File: src/rtl/nn_seq_pkg.sv
// nn_seq_pkg: shared sizes, FSM state, frame types and argmax helper for the inference sequencer
package nn_seq_pkg;
  localparam int WIDTH       = 4;
  localparam int NFRAC       = 2;
  localparam int INPUT_SIZE  = 16;
  localparam int OUTPUT_SIZE = 5;
  localparam int CLS_W       = $clog2(OUTPUT_SIZE);
  typedef enum logic {RUN, HALT} seq_state_t;
  typedef logic signed [WIDTH-1:0] frame_in_t [INPUT_SIZE];
  typedef logic signed [WIDTH-1:0] frame_out_t [OUTPUT_SIZE];
  function automatic logic [CLS_W-1:0] argmax_idx(input frame_out_t f);
    logic [CLS_W-1:0] idx;
    idx = '0;
    for (int i = 1; i < OUTPUT_SIZE; i++)
      if (f[i] > f[idx]) idx = CLS_W'(i);
    return idx;
  endfunction
endpackage

File: src/rtl/nn_result_fifo.sv
// nn_result_fifo: first-word fall-through result FIFO (ports: clk/reset, push/din, pop/dout, count/full/empty; dout is zero when empty)
module nn_result_fifo #(
  parameter int WIDTH       = 4,
  parameter int OUTPUT_SIZE = 5,
  parameter int FIFO_DEPTH  = 4
) (
  input  logic                                clk,
  input  logic                                reset,
  input  logic                                push,
  input  logic                                pop,
  input  logic signed [WIDTH-1:0]             din [OUTPUT_SIZE],
  output logic signed [WIDTH-1:0]             dout [OUTPUT_SIZE],
  output logic [$clog2(FIFO_DEPTH+1)-1:0]     count,
  output logic                                full,
  output logic                                empty
);
  localparam int AW = $clog2(FIFO_DEPTH);
  localparam int CW = $clog2(FIFO_DEPTH+1);
  logic signed [WIDTH-1:0] r_mem [FIFO_DEPTH][OUTPUT_SIZE];
  logic [AW-1:0] r_wr, r_rd;
  logic [CW-1:0] r_count;
  logic w_push, w_pop;
  assign w_pop  = pop && !empty;
  assign w_push = push && (!full || pop);
  assign count  = r_count;
  assign full   = r_count == CW'(FIFO_DEPTH);
  assign empty  = r_count == '0;
  always_ff @(posedge clk) begin
    if (w_push) r_mem[r_wr] <= din;
  end
  always_ff @(posedge clk) begin
    if (reset) begin
      r_wr    <= '0;
      r_rd    <= '0;
      r_count <= '0;
    end else begin
      if (w_push) r_wr <= r_wr + AW'(1);
      if (w_pop) r_rd <= r_rd + AW'(1);
      r_count <= r_count + CW'(w_push) - CW'(w_pop);
    end
  end
  always_comb begin
    for (int i = 0; i < OUTPUT_SIZE; i++) dout[i] = empty ? '0 : r_mem[r_rd][i];
  end
endmodule

File: src/rtl/nn_inference_sequencer.sv
// nn_inference_sequencer: issues host frames to the network under gap/credit limits, buffers results with argmax, watchdog halts on hang (ports: in_* host, nn_* network, out_* results, inflight/error/clear_error status)
module nn_inference_sequencer
  import nn_seq_pkg::*;
#(
  parameter int FIFO_DEPTH = 4,
  parameter int ISSUE_GAP  = 1,
  parameter int TIMEOUT    = 1024
) (
  input  logic                             clk,
  input  logic                             reset,
  input  logic                             in_valid,
  output logic                             in_ready,
  input  frame_in_t                        in_data,
  output logic                             nn_input_ready,
  output frame_in_t                        nn_input_data,
  input  logic                             nn_output_ready,
  input  frame_out_t                       nn_output_data,
  output logic                             out_valid,
  input  logic                             out_ready,
  output frame_out_t                       out_data,
  output logic [CLS_W-1:0]                 out_class,
  output logic [$clog2(FIFO_DEPTH+1)-1:0]  inflight,
  output logic                             error,
  input  logic                             clear_error
);
  localparam int CW = $clog2(FIFO_DEPTH+1);
  localparam int GW = $clog2(ISSUE_GAP+1);
  localparam int WW = $clog2(TIMEOUT);
  seq_state_t r_state;
  logic r_issue, r_error;
  frame_in_t r_frame;
  logic [GW-1:0] r_gap;
  logic [WW-1:0] r_wd;
  logic [CW-1:0] r_inflight, w_count;
  logic w_full, w_empty, w_accept, w_capture, w_timeout;
  assign in_ready  = !reset && r_state == RUN && r_gap == '0 && !w_full &&
                     ({1'b0, r_inflight} + {1'b0, w_count}) < (CW+1)'(FIFO_DEPTH);
  assign w_accept  = in_valid && in_ready;
  assign w_capture = nn_output_ready && r_state == RUN && r_inflight != '0;
  assign w_timeout = r_state == RUN && r_inflight != '0 && !w_capture && r_wd == WW'(TIMEOUT-1);
  always_ff @(posedge clk) begin
    if (reset) begin
      r_state    <= RUN;
      r_issue    <= 1'b0;
      r_error    <= 1'b0;
      r_frame    <= '{default: '0};
      r_gap      <= '0;
      r_wd       <= '0;
      r_inflight <= '0;
    end else begin
      r_issue    <= w_accept;
      if (w_accept) r_frame <= in_data;
      r_gap      <= w_accept ? GW'(ISSUE_GAP-1) : (r_gap != '0 ? r_gap - GW'(1) : r_gap);
      r_wd       <= (r_state != RUN || r_inflight == '0 || w_capture || w_timeout) ? '0 : r_wd + WW'(1);
      r_inflight <= w_timeout ? '0 : r_inflight + CW'(w_accept) - CW'(w_capture);
      r_state    <= w_timeout ? HALT : (clear_error ? RUN : r_state);
      r_error    <= w_timeout ? 1'b1 : (clear_error && r_state == HALT ? 1'b0 : r_error);
    end
  end
  nn_result_fifo #(
    .WIDTH(WIDTH),
    .OUTPUT_SIZE(OUTPUT_SIZE),
    .FIFO_DEPTH(FIFO_DEPTH)
  ) u_fifo (
    .clk(clk),
    .reset(reset),
    .push(w_capture),
    .pop(out_valid && out_ready),
    .din(nn_output_data),
    .dout(out_data),
    .count(w_count),
    .full(w_full),
    .empty(w_empty)
  );
  assign out_valid      = !w_empty;
  assign out_class      = argmax_idx(out_data);
  assign nn_input_ready = r_issue;
  assign nn_input_data  = r_frame;
  assign inflight       = r_inflight;
  assign error          = r_error;
endmodule

File: config.mk
export PLATFORM = sky130hd
export DESIGN_NAME = nn_inference_sequencer
export DESIGN_NICKNAME = d
export VERILOG_FILES = /design/src/rtl/nn_seq_pkg.sv /design/src/rtl/nn_result_fifo.sv /design/src/rtl/nn_inference_sequencer.sv
export SDC_FILE = /design/constraint.sdc
export NUM_CORES = 1
export LEC_CHECK = 0
export CORE_MARGIN = 5
export CORE_UTILIZATION = 53
export CTS_CLUSTER_SIZE = 28
export DETAILED_ROUTE_END_ITERATION = 10
export PLACE_DENSITY = 0.91
export SLEW_MARGIN = 20
export SYNTH_ARGS = -nofsm -noshare
export SYNTH_HDL_FRONTEND = slang
export SYNTH_SLANG_ARGS = --single-unit
File: constraint.sdc
create_clock -name clk -period 16.2 [get_ports clk]
set_input_delay 2.43 -clock clk [delete_from_list [all_inputs] [get_ports clk]]
set_output_delay 2.43 -clock clk [all_outputs]
set_load 0.005 [all_outputs]
## Word level (Yosys, flattened, before mapping)

Memories as Yosys holds them, arrays and structs flattened. A register that Yosys moved wholly into a read port is not among the register bits.
Cells that the tools add are included.
Widths: inputs -> output; s select.

| word-level totals | value |
|---|---|
| register bits | 88 |
| bits in writable memories | 80 |
| bits of input ports | 90 |
| output and inout port bits | 94 |
| memories | 1 |

Memory list:

| name | depth | width | read ports | clocked after memory_dff | write ports | line | text |
|---|---|---|---|---|---|---|---|
| u_fifo.r_mem | 4 | 20 | 1 | 1 | 1 | nn_result_fifo.sv:19 | `logic signed [WIDTH-1:0] r_mem [FIFO_DEPTH][OUTPUT_SIZE];` |

| operators by class | value |
|---|---|
| add/subtract/negate cells | 9 |
| $lt $le $gt $ge | 8 |
| equal/unequal tests | 2 |
| mux-type cells | 26 |
| bitwise operators | 5 |
| reductions and logical operators | 30 |

Operators with widths:

| operator | number |
|---|---|
| $mux 4 | 11 |
| $bmux 4 s3 | 3 |
| $gt 4x4->1 | 4 |
| $logic_and 1x1->1 | 14 |
| $ge 4x4->1 const B | 3 |
| $not 3->4 | 3 |
| $add 10x1->10 const B | 1 |
| $eq 10x10->1 const B | 1 |
| $mux 3 | 3 |
| $mux 1 | 7 |
| $add 3x1->3 | 2 |
| $logic_not 3->1 | 2 |
| $sub 3x1->3 | 2 |
| $add 2x1->2 const B | 2 |
| $add 3x3->4 | 1 |
| $logic_not 1->1 | 4 |
| $logic_or 1x1->1 | 4 |
| $lt 4x3->1 const B | 1 |
| $mux 2 | 2 |
| $reduce_bool 2->1 | 2 |
| $reduce_or 2->1 | 2 |
| $eq 3x3->1 const B | 1 |
| $reduce_bool 3->1 | 1 |
| $reduce_or 3->1 | 1 |
| other kinds (2) | 3 |

## Depth between registers and ports, before layout

| depth | value |
|---|---|
| depth in word-level cells | 22 |
| gate-level depth with buffers | 29 |
| gate-level depth less buffers | 27 |

## Hierarchy

A second synthesis with hierarchy kept.

| unflattened totals | value |
|---|---|
| cells, all modules | 616 |
| area total of the unflattened synthesis | 7183.1 um^2 |

Modules (own cells, without submodules):

| module | instances | cells an instance | area each (um^2) |
|---|---|---|---|
| nn_inference_sequencer | 1 | 439 | 3661.0 |
| nn_result_fifo | 1 | 177 | 3522.1 |

## Least setup slack after synthesis

No wires, ideal clock.

| path | value |
|---|---|
| path kind | flip-flop to output port |
| from | register (tool-made name) |
| to | output out_class[0] |
| arrival | 6.048 ns |
| required time | 13.770 ns |
| path slack | 7.722 ns |
| stages on the path, launching flop included | 28 |
| buffers on the path | 1 |
| path through | dfxtp_1 -> buf_2 -> mux4_2 -> and2_1 -> ha_1 -> nor2b_1 -> o21ai_0 -> a31oi_1 -> mux2_2 -> nand2_1 -> ha_1 -> nor2b_1 -> o21ai_0 -> a31o_2 -> and2_1 -> a21oi_1 -> ha_1 -> nor2b_1 -> o21a_1 -> o311ai_1 -> and4_1 -> a221oi_1 -> ha_1 -> nor2b_1 -> o21ai_0 -> a32o_1 -> mux2i_1 -> a21oi_1 |

RTL lines:

| element | line | text |
|---|---|---|
| to (decl) | nn_inference_sequencer.sv:21 | `output logic [CLS_W-1:0] out_class,` |

==> summary.md <==
| Metric | Value |
|---|---|
| Status | `completed` |
| Top_reg_cell synth | `dfxtp_1` |
| Initial core utilization | `a little over half` |
| CP Launch Type | `flip-flop` |
| TritonCTS clock tree | `built` |
| Syn Area/Cell | `about 14 sq um` |
| Mapped cell area | `between 7000 and 8000 sq um` |
| Nets | `between 800 and 900` |
| Clock Tree Root | `clkbuf_16` |
| Leading cell type in the layout, fill and taps excluded | `clkdlybuf4s50_1` |
| Count of final setup violators | `0` |
| Yosys Warn Count | `0` |
| # clock sinks | `170` |
| Final ANT Viol Nets | `0` |
| Syn Nets | `~660` |
| Hold Violations, Final | `0` |
| Final Non-Filler Cells | `roughly 900` |
| CTS Buffer Depth | `2` |
| LEAKAGE | `just under 4 nW` |
| Final period util | `between 60 and 70%` |
| Unique masters post-synth | `between 40 and 50` |
| Cells on worst reg2reg path | `12` |
| Compound-Gate Fraction of Synth Area | `~2.6%` |
| Ys async rst share | `0%` |
| Max Clock Skew | `between 10 and 15 ps` |
| Post-Synth XOR/XNOR Area | `between 1.5 and 2%` |
| Row cnt | `43` |
| Initial antenna violation count | `0` |
| Area growth syn-to-layout | `33.8%` |
| Post-CTS Setup Repair Bufs | `0` |
| Mux cell area share after synthesis | `between 10% and 20%` |
| CP endpoint kind | `output port` |
| Global-route wire length before repair | `about 28,000 um` |
| Min-delay worst type | `reg -> reg` |
| Cells after Synth | `approximately 540` |
| Synthesized flop and latch total | `170` |
| Worst skew pair latency | `430 ps` |
| Drt total wl | `between 15,000 and 20,000 um` |
| Reg clk slew, reported paths | `70 ps` |
| Vias | `4,819` |
| RR Endpoint | `inflight[2]` |
| Die Y | `128 um` |
| FMAX | `roughly 0.095 GHz` |
| DIE WIDTH | `about 130 um` |
| Maximum vdd ir drop | `roughly 0.15 mV` |
| Worst reg2reg setup slack | `around 12,000 ps` |
| Synth Area in Adders | `a little over 5%` |
| Via-per-instance ratio | `5.25` |
| TritonCTS Buffers | `17` |
| RSZ-0062 raised after global routing | `false` |
| Largest net degree at the start of global routing | `80` |
| WP data arrival | `8070 ps` |
| All-Layer GR Usage | `about 22%` |
| Core ar. | `13,800 sq um` |
| Maxcap violations | `0` |
| Fin. max-slew vios | `0` |
| Crit Path Max Fanout | `15` |
| R2R Path Start | `inflight[2]` |
| H-tree Lvls | `4` |
| Grt ovf | `0` |
| DRT Pass-1 Iters | `4` |
| Proportion of layout cells with a drive suffix above 1 | `between 10% and 20%` |
| Number of global-route vias before repair | `about 5,400` |
| Most frequent cells in the layout | `182 x clkdlybuf4s50_1, 90 x dfxtp_1, 80 x edfxtp_1, 73 x nor2b_1, 40 x mux2_4` |
| Post_cts resized | `0` |
| DP HPWL | `between 10,000 and 15,000 um` |
| Register area share after synthesis | `56.6%` |
| Overall power | `~1.8 mW` |
| # hold bufs at CTS | `0` |
| Slew @ Worst Pin | `about 1100 ps` |
| Final Util | `between 70% and 80%` |
| Placer congestion estimate | `between 0.8 and 0.9` |
| Placed Instances | `885` |
| DR iter-0 viols | `between 200 and 300` |
| Slew headroom | `about 28%` |
| I/O Buffers | `approximately 180` |
| Hold EP | `r_wd[0]` |
| DR DRC count | `0` |
| Setup Total Neg Slack | `0 ps` |
| Final Critical Period | `approximately 10,000 ps` |
| Simple-Gate Fraction of Synth Area | `between 10% and 20%` |
| Routed WL per cell | `18.9 um` |
| Largest family of logic cells by synthesized area | `multiplexers` |
| Post-synth EDFFs | `80` |
| Critical path class | `reg -> out` |
| Hold path startpoint | `r_wd[0]` |
| Required time of the critical path | `about 14,000 ps` |
| Ports | `about 180` |
| Hold path depth | `1` |
| Power density over cell area | `between 150 and 200 nW/um^2` |
| Die area | `about 16,000 sq um` |
[cell usage after synthesis (5+ instances only)]
| cell type | instances | area share, % |
|---|---|---|
| a21oi_1 | 7 | 0.47 |
| and2_1 | 21 | 1.8 |
| buf_6 | 5 | 0.76 |
| clkbuf_1 | 13 | 0.66 |
| dfxtp_1 | 90 | 24 |
| edfxtp_1 | 80 | 32 |
| ha_1 | 27 | 4.6 |
| inv_1 | 20 | 1.0 |
| mux2_1 | 24 | 3.6 |
| mux2_4 | 40 | 8.1 |
| mux4_2 | 19 | 5.8 |
| nand2_1 | 19 | 0.96 |
| nor2_1 | 25 | 1.3 |
| nor2b_1 | 73 | 6.2 |
| nor3_1 | 5 | 0.34 |
| o21ai_0 | 7 | 0.47 |
| xnor2_1 | 7 | 0.83 |
| xor2_1 | 8 | 0.94 |
[layout make-up]
cell class	count	area, sq um
timing repair buffer	185	1840
clock buffer	20	468
tap	180	225
clock inverter	12	91.3
multi-input combinational	330	3030
antenna	1	2.50
sequential	170	4200
fill	902	3890
inverter	20	75.1
[logic make-up after synthesis]
group	after synthesis
flops	170
simple gates	165
mux	91
buf+inv	42
fa+ha+maj	29
compound gates	29
xor+xnor	15
other cells	1
[state kept, by name (all words and copies together) (netlist names), 2 cells and up, named ones only]
| register | flops |
|---|---|
| u_fifo.r_wr | 2 |
| u_fifo.r_mem | 80 |
| inflight | 3 |
| u_fifo.count | 3 |
| u_fifo.r_rd | 2 |
| nn_input_data | 64 |
| r_wd | 10 |
[report_power, final]
| group | switching [mW] | internal, mW |
|---|---|---|
| combinational | 0.426 | 0.475 |
| sequential | 0.0353 | 0.510 |
| clock | 0.169 | 0.211 |
[layer usage]
metal  vias up  routed length [um]  global-route usage (%)
met5         -                   0                       0
met4         0                 290                    6.43
met3        26                1620                    9.42
met2       193                8780                    37.5
met1      2302                6690                    24.5
li1       2298                   -                       -
[worst max path at each step]
| stage | endpoint | slack [ps] | cells after the start | startpoint |
|---|---|---|---|---|
| 5_1_grt | out_class[1] | 5130 | 28 | flip-flop |
| 3_3_place_gp | out_class[1] | 6700 | 28 | flip-flop |
| 3_5_place_dp | out_class[2] | 6250 | 27 | flip-flop |
| 2_1_floorplan | out_class[0] | 7720 | 27 | flip-flop |
| 6_report | out_class[2] | 5700 | 27 | flip-flop |
| 4_1_cts | out_class[2] | 5770 | 27 | flip-flop |
[critical path: stages (launching register included)]
cell and delay, ps:
dfxtp_1 540, buf_4 380, mux4_2 570, and2_1 200, ha_1 320, nor2b_1 130
o21ai_0 90, a31oi_1 530, mux2_2 440, nand2_1 80, ha_1 250, nor2b_1 130
o21ai_0 150, a31o_2 290, and2_1 200, a21oi_1 90, ha_1 280, nor2b_1 150
o21a_1 160, o311ai_1 650, and2_1 350, a221oi_1 110, ha_1 310, nor2b_1 130
o21ai_0 80, a32o_1 220, mux2i_1 240, clkdlybuf4s50_1 560
[stage by stage]
step	worst slack [ps]	hold slack (ps)	area [sq um]
2_1_floorplan	7720	426	7420
3_3_place_gp	6700	437	9370
3_5_place_dp	6250	454	9370
4_1_cts	5770	468	9930
5_1_grt	5130	513	9930
6_report	5700	465	9930
(Power assumes the default switching activity.)
